**src/rtl/decoder_lock_ctrl.sv**
```systemverilog
// 64b/66b block-lock controller: counts valid sync headers per window, asserts
// block lock after a clean window and requests aligner slips on bad alignment.
module decoder_lock_ctrl #(
  parameter int NB_SYNC_HDR = 2,
  parameter int N_WINDOW    = 64,
  parameter int N_BAD       = 16,
  parameter int N_SLIP_WAIT = 4,
  parameter int NB_LOSS_CNT = 8
) (
  input  logic                   i_clock,
  input  logic                   i_reset,
  input  logic                   i_enable,
  input  logic [NB_SYNC_HDR-1:0] i_sync_header,
  output logic                   o_block_lock,
  output logic                   o_slip,
  output logic                   o_decoder_enable,
  output logic [1:0]             o_state,
  output logic [NB_LOSS_CNT-1:0] o_lock_loss_cnt
);

  localparam int NB_SH_CNT   = $clog2(N_WINDOW + 1);
  localparam int NB_WAIT_CNT = $clog2(N_SLIP_WAIT + 1);

  typedef enum logic [1:0] {
    RESET_CNT = 2'b00,
    TEST_SH   = 2'b01,
    SLIP      = 2'b10,
    ILLEGAL   = 2'b11
  } state_e;

  state_e                 state_q, state_d;
  logic [NB_SH_CNT-1:0]   sh_cnt_q, sh_cnt_d;
  logic [NB_SH_CNT-1:0]   invld_cnt_q, invld_cnt_d;
  logic [NB_WAIT_CNT-1:0] wait_cnt_q, wait_cnt_d;
  logic                   block_lock_q, block_lock_d;
  logic                   slip_q, slip_d;
  logic [NB_LOSS_CNT-1:0] loss_cnt_q, loss_cnt_d;

  logic                   hdr_invalid;
  logic [NB_SH_CNT-1:0]   sh_nxt;
  logic [NB_SH_CNT-1:0]   inv_nxt;
  logic [NB_WAIT_CNT-1:0] wait_nxt;

  assign hdr_invalid = (i_sync_header != NB_SYNC_HDR'(2'b01)) &&
                       (i_sync_header != NB_SYNC_HDR'(2'b10));
  assign sh_nxt      = sh_cnt_q + NB_SH_CNT'(1);
  assign inv_nxt     = invld_cnt_q + NB_SH_CNT'(hdr_invalid);
  assign wait_nxt    = wait_cnt_q + NB_WAIT_CNT'(1);

  // State register and all counters.
  // NOTE: sequential state uses non-blocking assignments so every register
  // samples pre-edge values regardless of statement order.
  always_ff @(posedge i_clock) begin
    if (i_reset) begin
      state_q      <= RESET_CNT;
      sh_cnt_q     <= '0;
      invld_cnt_q  <= '0;
      wait_cnt_q   <= '0;
      block_lock_q <= 1'b0;
      slip_q       <= 1'b0;
      loss_cnt_q   <= '0;
    end else begin
      state_q      <= state_d;
      sh_cnt_q     <= sh_cnt_d;
      invld_cnt_q  <= invld_cnt_d;
      wait_cnt_q   <= wait_cnt_d;
      block_lock_q <= block_lock_d;
      slip_q       <= slip_d;
      loss_cnt_q   <= loss_cnt_d;
    end
  end

  // Next-state and counter update.
  always_comb begin
    // NOTE: every target gets a hold/default value up front so no path
    // through the case leaves a variable unassigned (which would infer a latch).
    state_d      = state_q;
    sh_cnt_d     = sh_cnt_q;
    invld_cnt_d  = invld_cnt_q;
    wait_cnt_d   = wait_cnt_q;
    block_lock_d = block_lock_q;

    case (state_q)
      RESET_CNT: begin
        sh_cnt_d    = '0;
        invld_cnt_d = '0;
        wait_cnt_d  = '0;
        state_d     = TEST_SH;
      end

      TEST_SH: begin
        if (i_enable) begin
          if (block_lock_q && (inv_nxt == NB_SH_CNT'(N_BAD))) begin
            block_lock_d = 1'b0;
            state_d      = SLIP;
          end else if (!block_lock_q && hdr_invalid) begin
            state_d = SLIP;
          end else if (sh_nxt == NB_SH_CNT'(N_WINDOW)) begin
            if (inv_nxt == '0) block_lock_d = 1'b1;
            sh_cnt_d    = '0;
            invld_cnt_d = '0;
          end else begin
            sh_cnt_d    = sh_nxt;
            invld_cnt_d = inv_nxt;
          end
        end
      end

      SLIP: begin
        // Headers are ignored here; only enabled blocks are counted.
        if (i_enable) begin
          if (wait_nxt == NB_WAIT_CNT'(N_SLIP_WAIT)) begin
            wait_cnt_d = '0;
            state_d    = RESET_CNT;
          end else begin
            wait_cnt_d = wait_nxt;
          end
        end
      end

      default: state_d = RESET_CNT;
    endcase
  end

  // Slip pulse marks only the entry into SLIP; loss counter saturates.
  always_comb begin
    slip_d     = (state_d == SLIP) && (state_q != SLIP);
    loss_cnt_d = loss_cnt_q;
    if (block_lock_q && !block_lock_d && (loss_cnt_q != '1))
      loss_cnt_d = loss_cnt_q + NB_LOSS_CNT'(1);
  end

  // Output process.
  always_comb begin
    o_state          = state_q;
    o_block_lock     = block_lock_q;
    o_slip           = slip_q && !i_reset;
    o_decoder_enable = block_lock_q && i_enable && !i_reset;
    o_lock_loss_cnt  = loss_cnt_q;
  end

endmodule

```
**config.mk**
```make
export PLATFORM = sky130hd
export DESIGN_NAME = decoder_lock_ctrl
export DESIGN_NICKNAME = d
export VERILOG_FILES = /design/src/rtl/decoder_lock_ctrl.sv
export SDC_FILE = /design/constraint.sdc
export NUM_CORES = 1
export LEC_CHECK = 0
export CAP_MARGIN = 15
export CORE_MARGIN = 2
export CORE_UTILIZATION = 40
export CTS_BUF_LIST = sky130_fd_sc_hd__clkbuf_16
export DETAILED_ROUTE_END_ITERATION = 10
export HOLD_SLACK_MARGIN = 0.06
export PLACE_DENSITY_LB_ADDON = 0.3
export REMOVE_ABC_BUFFERS = 1
export SYNTH_ARGS = -nofsm -noshare
export SYNTH_HDL_FRONTEND = slang
export SYNTH_SLANG_ARGS = --single-unit
```
**constraint.sdc**
```tcl
create_clock -name i_clock -period 5.3 [get_ports i_clock]
set_input_delay 1.06 -clock i_clock [delete_from_list [all_inputs] [get_ports i_clock]]
set_output_delay 1.06 -clock i_clock [all_outputs]
set_load 0.05 [all_outputs]
```
# Yosys cells after proc, flatten, opt, wreduce, memory -nomap -nowiden
# Cells that the tools add are included.
[op_classes]
eq_ne = 14
reduce_logical = 18
add_sub_neg = 4
n_mux = 25
[op_table]
columns = ["cell", "n"]
rows = [
  ["2-to-1 mux 7 bit", 8],
  ["case mux 7 bit (2 select lines)", 2],
  ["inequality test 2 bit, second input constant", 6],
  ["2-to-1 mux 2 bit", 5],
  ["logical AND 1 bit", 9],
  ["adder 8 x 1 -> 8 bit, second input constant", 1],
  ["inequality test 8 bit, second input constant", 1],
  ["adder 7 x 1 -> 7 bit", 1],
  ["adder 7 x 1 -> 7 bit, second input constant", 1],
  ["equality test 7 x 5 -> 1 bit, second input constant", 1],
  ["equality test 7 bit, second input constant", 1],
  ["logical NOT 7 bit", 1],
  ["2-to-1 mux 1 bit", 6],
  ["2-to-1 mux 3 bit", 2],
  ["case mux 2 bit (3 select lines)", 1],
  ["case mux 3 bit (2 select lines)", 1],
  ["equality test 2 bit, second input constant", 2],
  ["AND reduction 4 bit", 1],
  ["nonzero test 2 bit", 2],
  ["adder 3 x 1 -> 3 bit, second input constant", 1],
  ["equality test 3 bit, second input constant", 1],
  ["logical NOT 1 bit", 3],
  ["equality test 2 x 1 -> 1 bit, second input constant", 1],
  ["logical NOT 2 bit", 1],
  ["other kinds (2)", 2],
]
[totals]
output_inout_bits = 13
reg_bits = 29

# Logic depth before layout (Yosys ltp)
[logic_depth]
word_depth = 13
depth_mapped = 11
mapped_depth_nobuf = 9

# Least setup slack after synthesis
# OpenSTA, ideal clock, no wires.
[synth_timing]
kind = "input to output"
from = "input i_enable"
to = "output o_decoder_enable"
t_arrival_ns = 2.492
required_time_ns = 4.240
path_stages = 3
n_path_buf = 1
path_slack_ns = 1.748
path_cell_list = "clkbuf_1 -> inv_1 -> nor3_1"
[synth_between]
elab_chain_cells = 2
[synth_rtl]
columns = ["item", "line_no", "source"]
rows = [
  ["start, declared", "12", "input logic i_enable,"],
  ["logical AND 1 bit (2 in a row)", "138", "o_decoder_enable = block_lock_q && i_enable && !i_reset;"],
  ["end, declared", "16", "output logic o_decoder_enable,"],
]
# Every way passes these cells.

# Worst setup path in the final report
# Same ends and word-level chain as after synthesis.

==> run summary <==
IO Port Bufs -> 17
Post-synth EDFFs -> 0
Placed inst area -> 1890 um^2
Clock root buffer -> clkbuf_16
Yosys top cell by area -> dfxtp_1
Leakage -> 0.754 nW
H-tree Lvls -> 2
Switching share of power -> 22.9%
Startpoint types -> primary input
Max-cap violation count -> 0
# setup viols final -> 0
Die Wd -> 69.1 um
Mean routed wirelength per cell -> 13.1 um
NumNets Final -> 238
Fill cell count -> 394
Critical path's largest stage delay -> 840 ps
RSZ-0062 raised after global routing -> false
Slowest cell on crit path -> clkdlybuf4s50_1
Die ar. -> 4780 um^2
Synthesized area -> 1700 um^2
Crit path cell chain -> clkdlybuf4s50_1 > inv_1 > nor3_1 > clkdlybuf4s50_1
Hold Crit Class -> flip-flop to flip-flop
Cts hold-fix bufs -> 0
Clock Latency Late Sink -> 270 ps
Worst vdd ir -> 0.000196 V
Max Slew Vio Count -> 0
Grt ovf -> 0
Final wirelength -> 3.66 mm
Syn avg cell area -> 7.97 um^2
Status -> finished, final reports clean
Final TNS setup -> 0 ps
Initial antenna violation count -> 0
Total power -> 0.600 mW
Clock Skew -> 3.84 ps
Post-route ant nets -> 0
DRC -> 0
Number of CTS-inserted buffers -> 5
CP max FO -> 9
HPWL after DPL -> 2.49 mm
Worst Slack Setup Final -> 1340 ps
Pre-CTS setup slack -> 1150 ps
Internal power -> 0.462 mW
Sequential Power Share -> 38.0%
Total power per unit cell area -> 292 nW/um^2
Yosys cell types -> 46
Area grow syn2layout -> 21.1%
Share of layout cells above drive strength 1 -> 7.02%
Row count -> 23
Commonest non-fill, non-tap cell in the layout -> dfxtp_1
Vias per std cell -> 5.64
First-pass iteration count of the detailed router -> 4
Top-area cell type share of the netlist area -> 34.2%
Top cell by count, worst path -> clkdlybuf4s50_1
Placer Congestion -> 0.807
Synth area leaders -> dfxtp_1 34%, a21oi_1 5.6%, nand3_1 5.0%
Final worst path period share -> 74.8%
Data arrival, critical path -> 2900 ps
Largest net degree at the start of global routing -> 20
Post-CTS Resized -> 0
Most frequent cells in the layout -> 29 x dfxtp_1, 19 x nand2_1, 19 x nor2_1, 19 x a21oi_1
Core area -> 4030 um^2
Top_reg_cell synth -> dfxtp_1
CTS clk-pin slew, worst paths -> 50 ps
Async SR Flop Fraction -> 0%
Final instance area -> 2050 um^2
Final core utilization -> 51.0%
Total GRT Usage -> 16.2%
Chip height -> 69.1 um
Starting Density -> 42.1%
Synth warn -> 0
Antenna cell count -> 0
Comb pwr share -> 10.1%
Vias -> 1567
Net Sw Power -> 0.138 mW
Count of final hold-check violations -> 0
Max-slew headroom -> 26.7%
Highest clock rate -> 252 MHz
CP Capture Type -> primary output
Postcts setup bufs -> 0
Clock group share of total power -> 51.8%
TritonCTS clock tree -> yes
Minimum clock period -> 3960 ps
CP required -> 4240 ps
Vias in the first global route -> 1340
Critical path class -> primary input to primary output
First-pass GRT wire length -> 6.33 mm
Synth Instances -> 213
Seq/Total Area, Yosys -> 34.2%
Clock Sinks -> 29
Worst-Margin Slew -> 1100 ps
Synthesized flop and latch total -> 29
Iter 0 DRT Violations -> 92
I/O Pins -> 18
Clk buf depth -> 2
## through the flow
step / hold WS [ps] / instances
after CTS: 469 / 278
final: 464 / 278
after floorplan: 430 / 201
after detailed placement: 461 / 270
after global placement: 453 / 270
after global routing: 487 / 278
## final cells by class
type	instances	area, um^2	share of cell area, %
Sequential cell	29	581	28.3
Clock buffer	5	125	6.09
Tap cell	50	62.6	3.05
Multi-Input combinational cell	166	1040	50.7
Inverter	6	22.5	1.10
Clock inverter	3	37.5	1.83
Timing Repair Buffer	19	185	9.01
## registers in the layout (all words and copies together), names as in the netlist
name	count
wait_cnt_q	3
sh_cnt_q	7
o_state	2
o_lock_loss_cnt	8
slip_q	1
invld_cnt_q	7
o_block_lock	1
## kinds of logic after synthesis
| family | after synthesis | share of synthesized area, % |
|---|---|---|
| buf+inv | 18 | 4.42 |
| xor+xnor | 5 | 2.58 |
| simple gates | 97 | 30.6 |
| flops | 29 | 34.2 |
| fa+ha+maj | 6 | 4.42 |
| mux | 3 | 1.84 |
| compound gates | 55 | 21.9 |
## power by group through the flow
stage                     Sequential, mW  Clock [mW]  Combinational (mW)
final                              0.228       0.311              0.0607
after global routing               0.229       0.330              0.0677
after CTS                          0.228       0.318              0.0611
after detailed placement           0.232           0              0.0609
after global placement             0.232           0              0.0609
after floorplan                    0.234           0              0.0375
## Yosys cell counts (2+ instances only)
| cell type | number |
|---|---|
| or4_1 | 2 |
| and2_1 | 3 |
| a21oi_1 | 19 |
| nand2_1 | 19 |
| nor2b_1 | 4 |
| xnor2_1 | 3 |
| o211ai_1 | 2 |
| mux2i_1 | 2 |
| a21o_1 | 2 |
| a211oi_1 | 2 |
| or3_1 | 4 |
| ha_1 | 6 |
| inv_1 | 6 |
| nor3_1 | 4 |
| a211o_1 | 2 |
| dfxtp_1 | 29 |
| nand4b_1 | 4 |
| o21ai_0 | 8 |
| nand4_1 | 4 |
| xor2_1 | 2 |
| a31oi_1 | 4 |
| nand3b_1 | 6 |
| a22o_1 | 2 |
| a22oi_1 | 2 |
| o31ai_1 | 2 |
| and3_1 | 5 |
| a311oi_1 | 3 |
| clkbuf_1 | 10 |
| nand3_1 | 17 |
| nor2_1 | 19 |
## layer usage
metal | vias up | GRT usage (%) | share of wire [%]
li1 | 808 | - | -
met1 | 718 | 21.7 | 50
met2 | 34 | 24.4 | 45
met3 | 7 | 4.53 | 3.7
met4 | 0 | 7.19 | 1.8
met5 | - | 0 | 0
## worst max-delay path, delay by kind of cell
| family | cells | cell delay, ps |
|---|---|---|
| simple gates | 1 | 210 |
| buf+inv | 3 | 1630 |
## final timing paths
kind | start | endpoint | slack, ps | cells past startpoint
max | i_enable | o_decoder_enable | 1340 | 4
min | invld_cnt_q[0]$_SDFFE_PP0P_ | invld_cnt_q[0]$_SDFFE_PP0P_ | 460 | 2
max reg2reg | invld_cnt_q[0]$_SDFFE_PP0P_ | o_lock_loss_cnt[3]$_SDFFE_PP0P_ | 2580 | 8
min reg2reg | invld_cnt_q[0]$_SDFFE_PP0P_ | invld_cnt_q[0]$_SDFFE_PP0P_ | 460 | 2
Note: power is estimated with default switching activity, not from simulation.
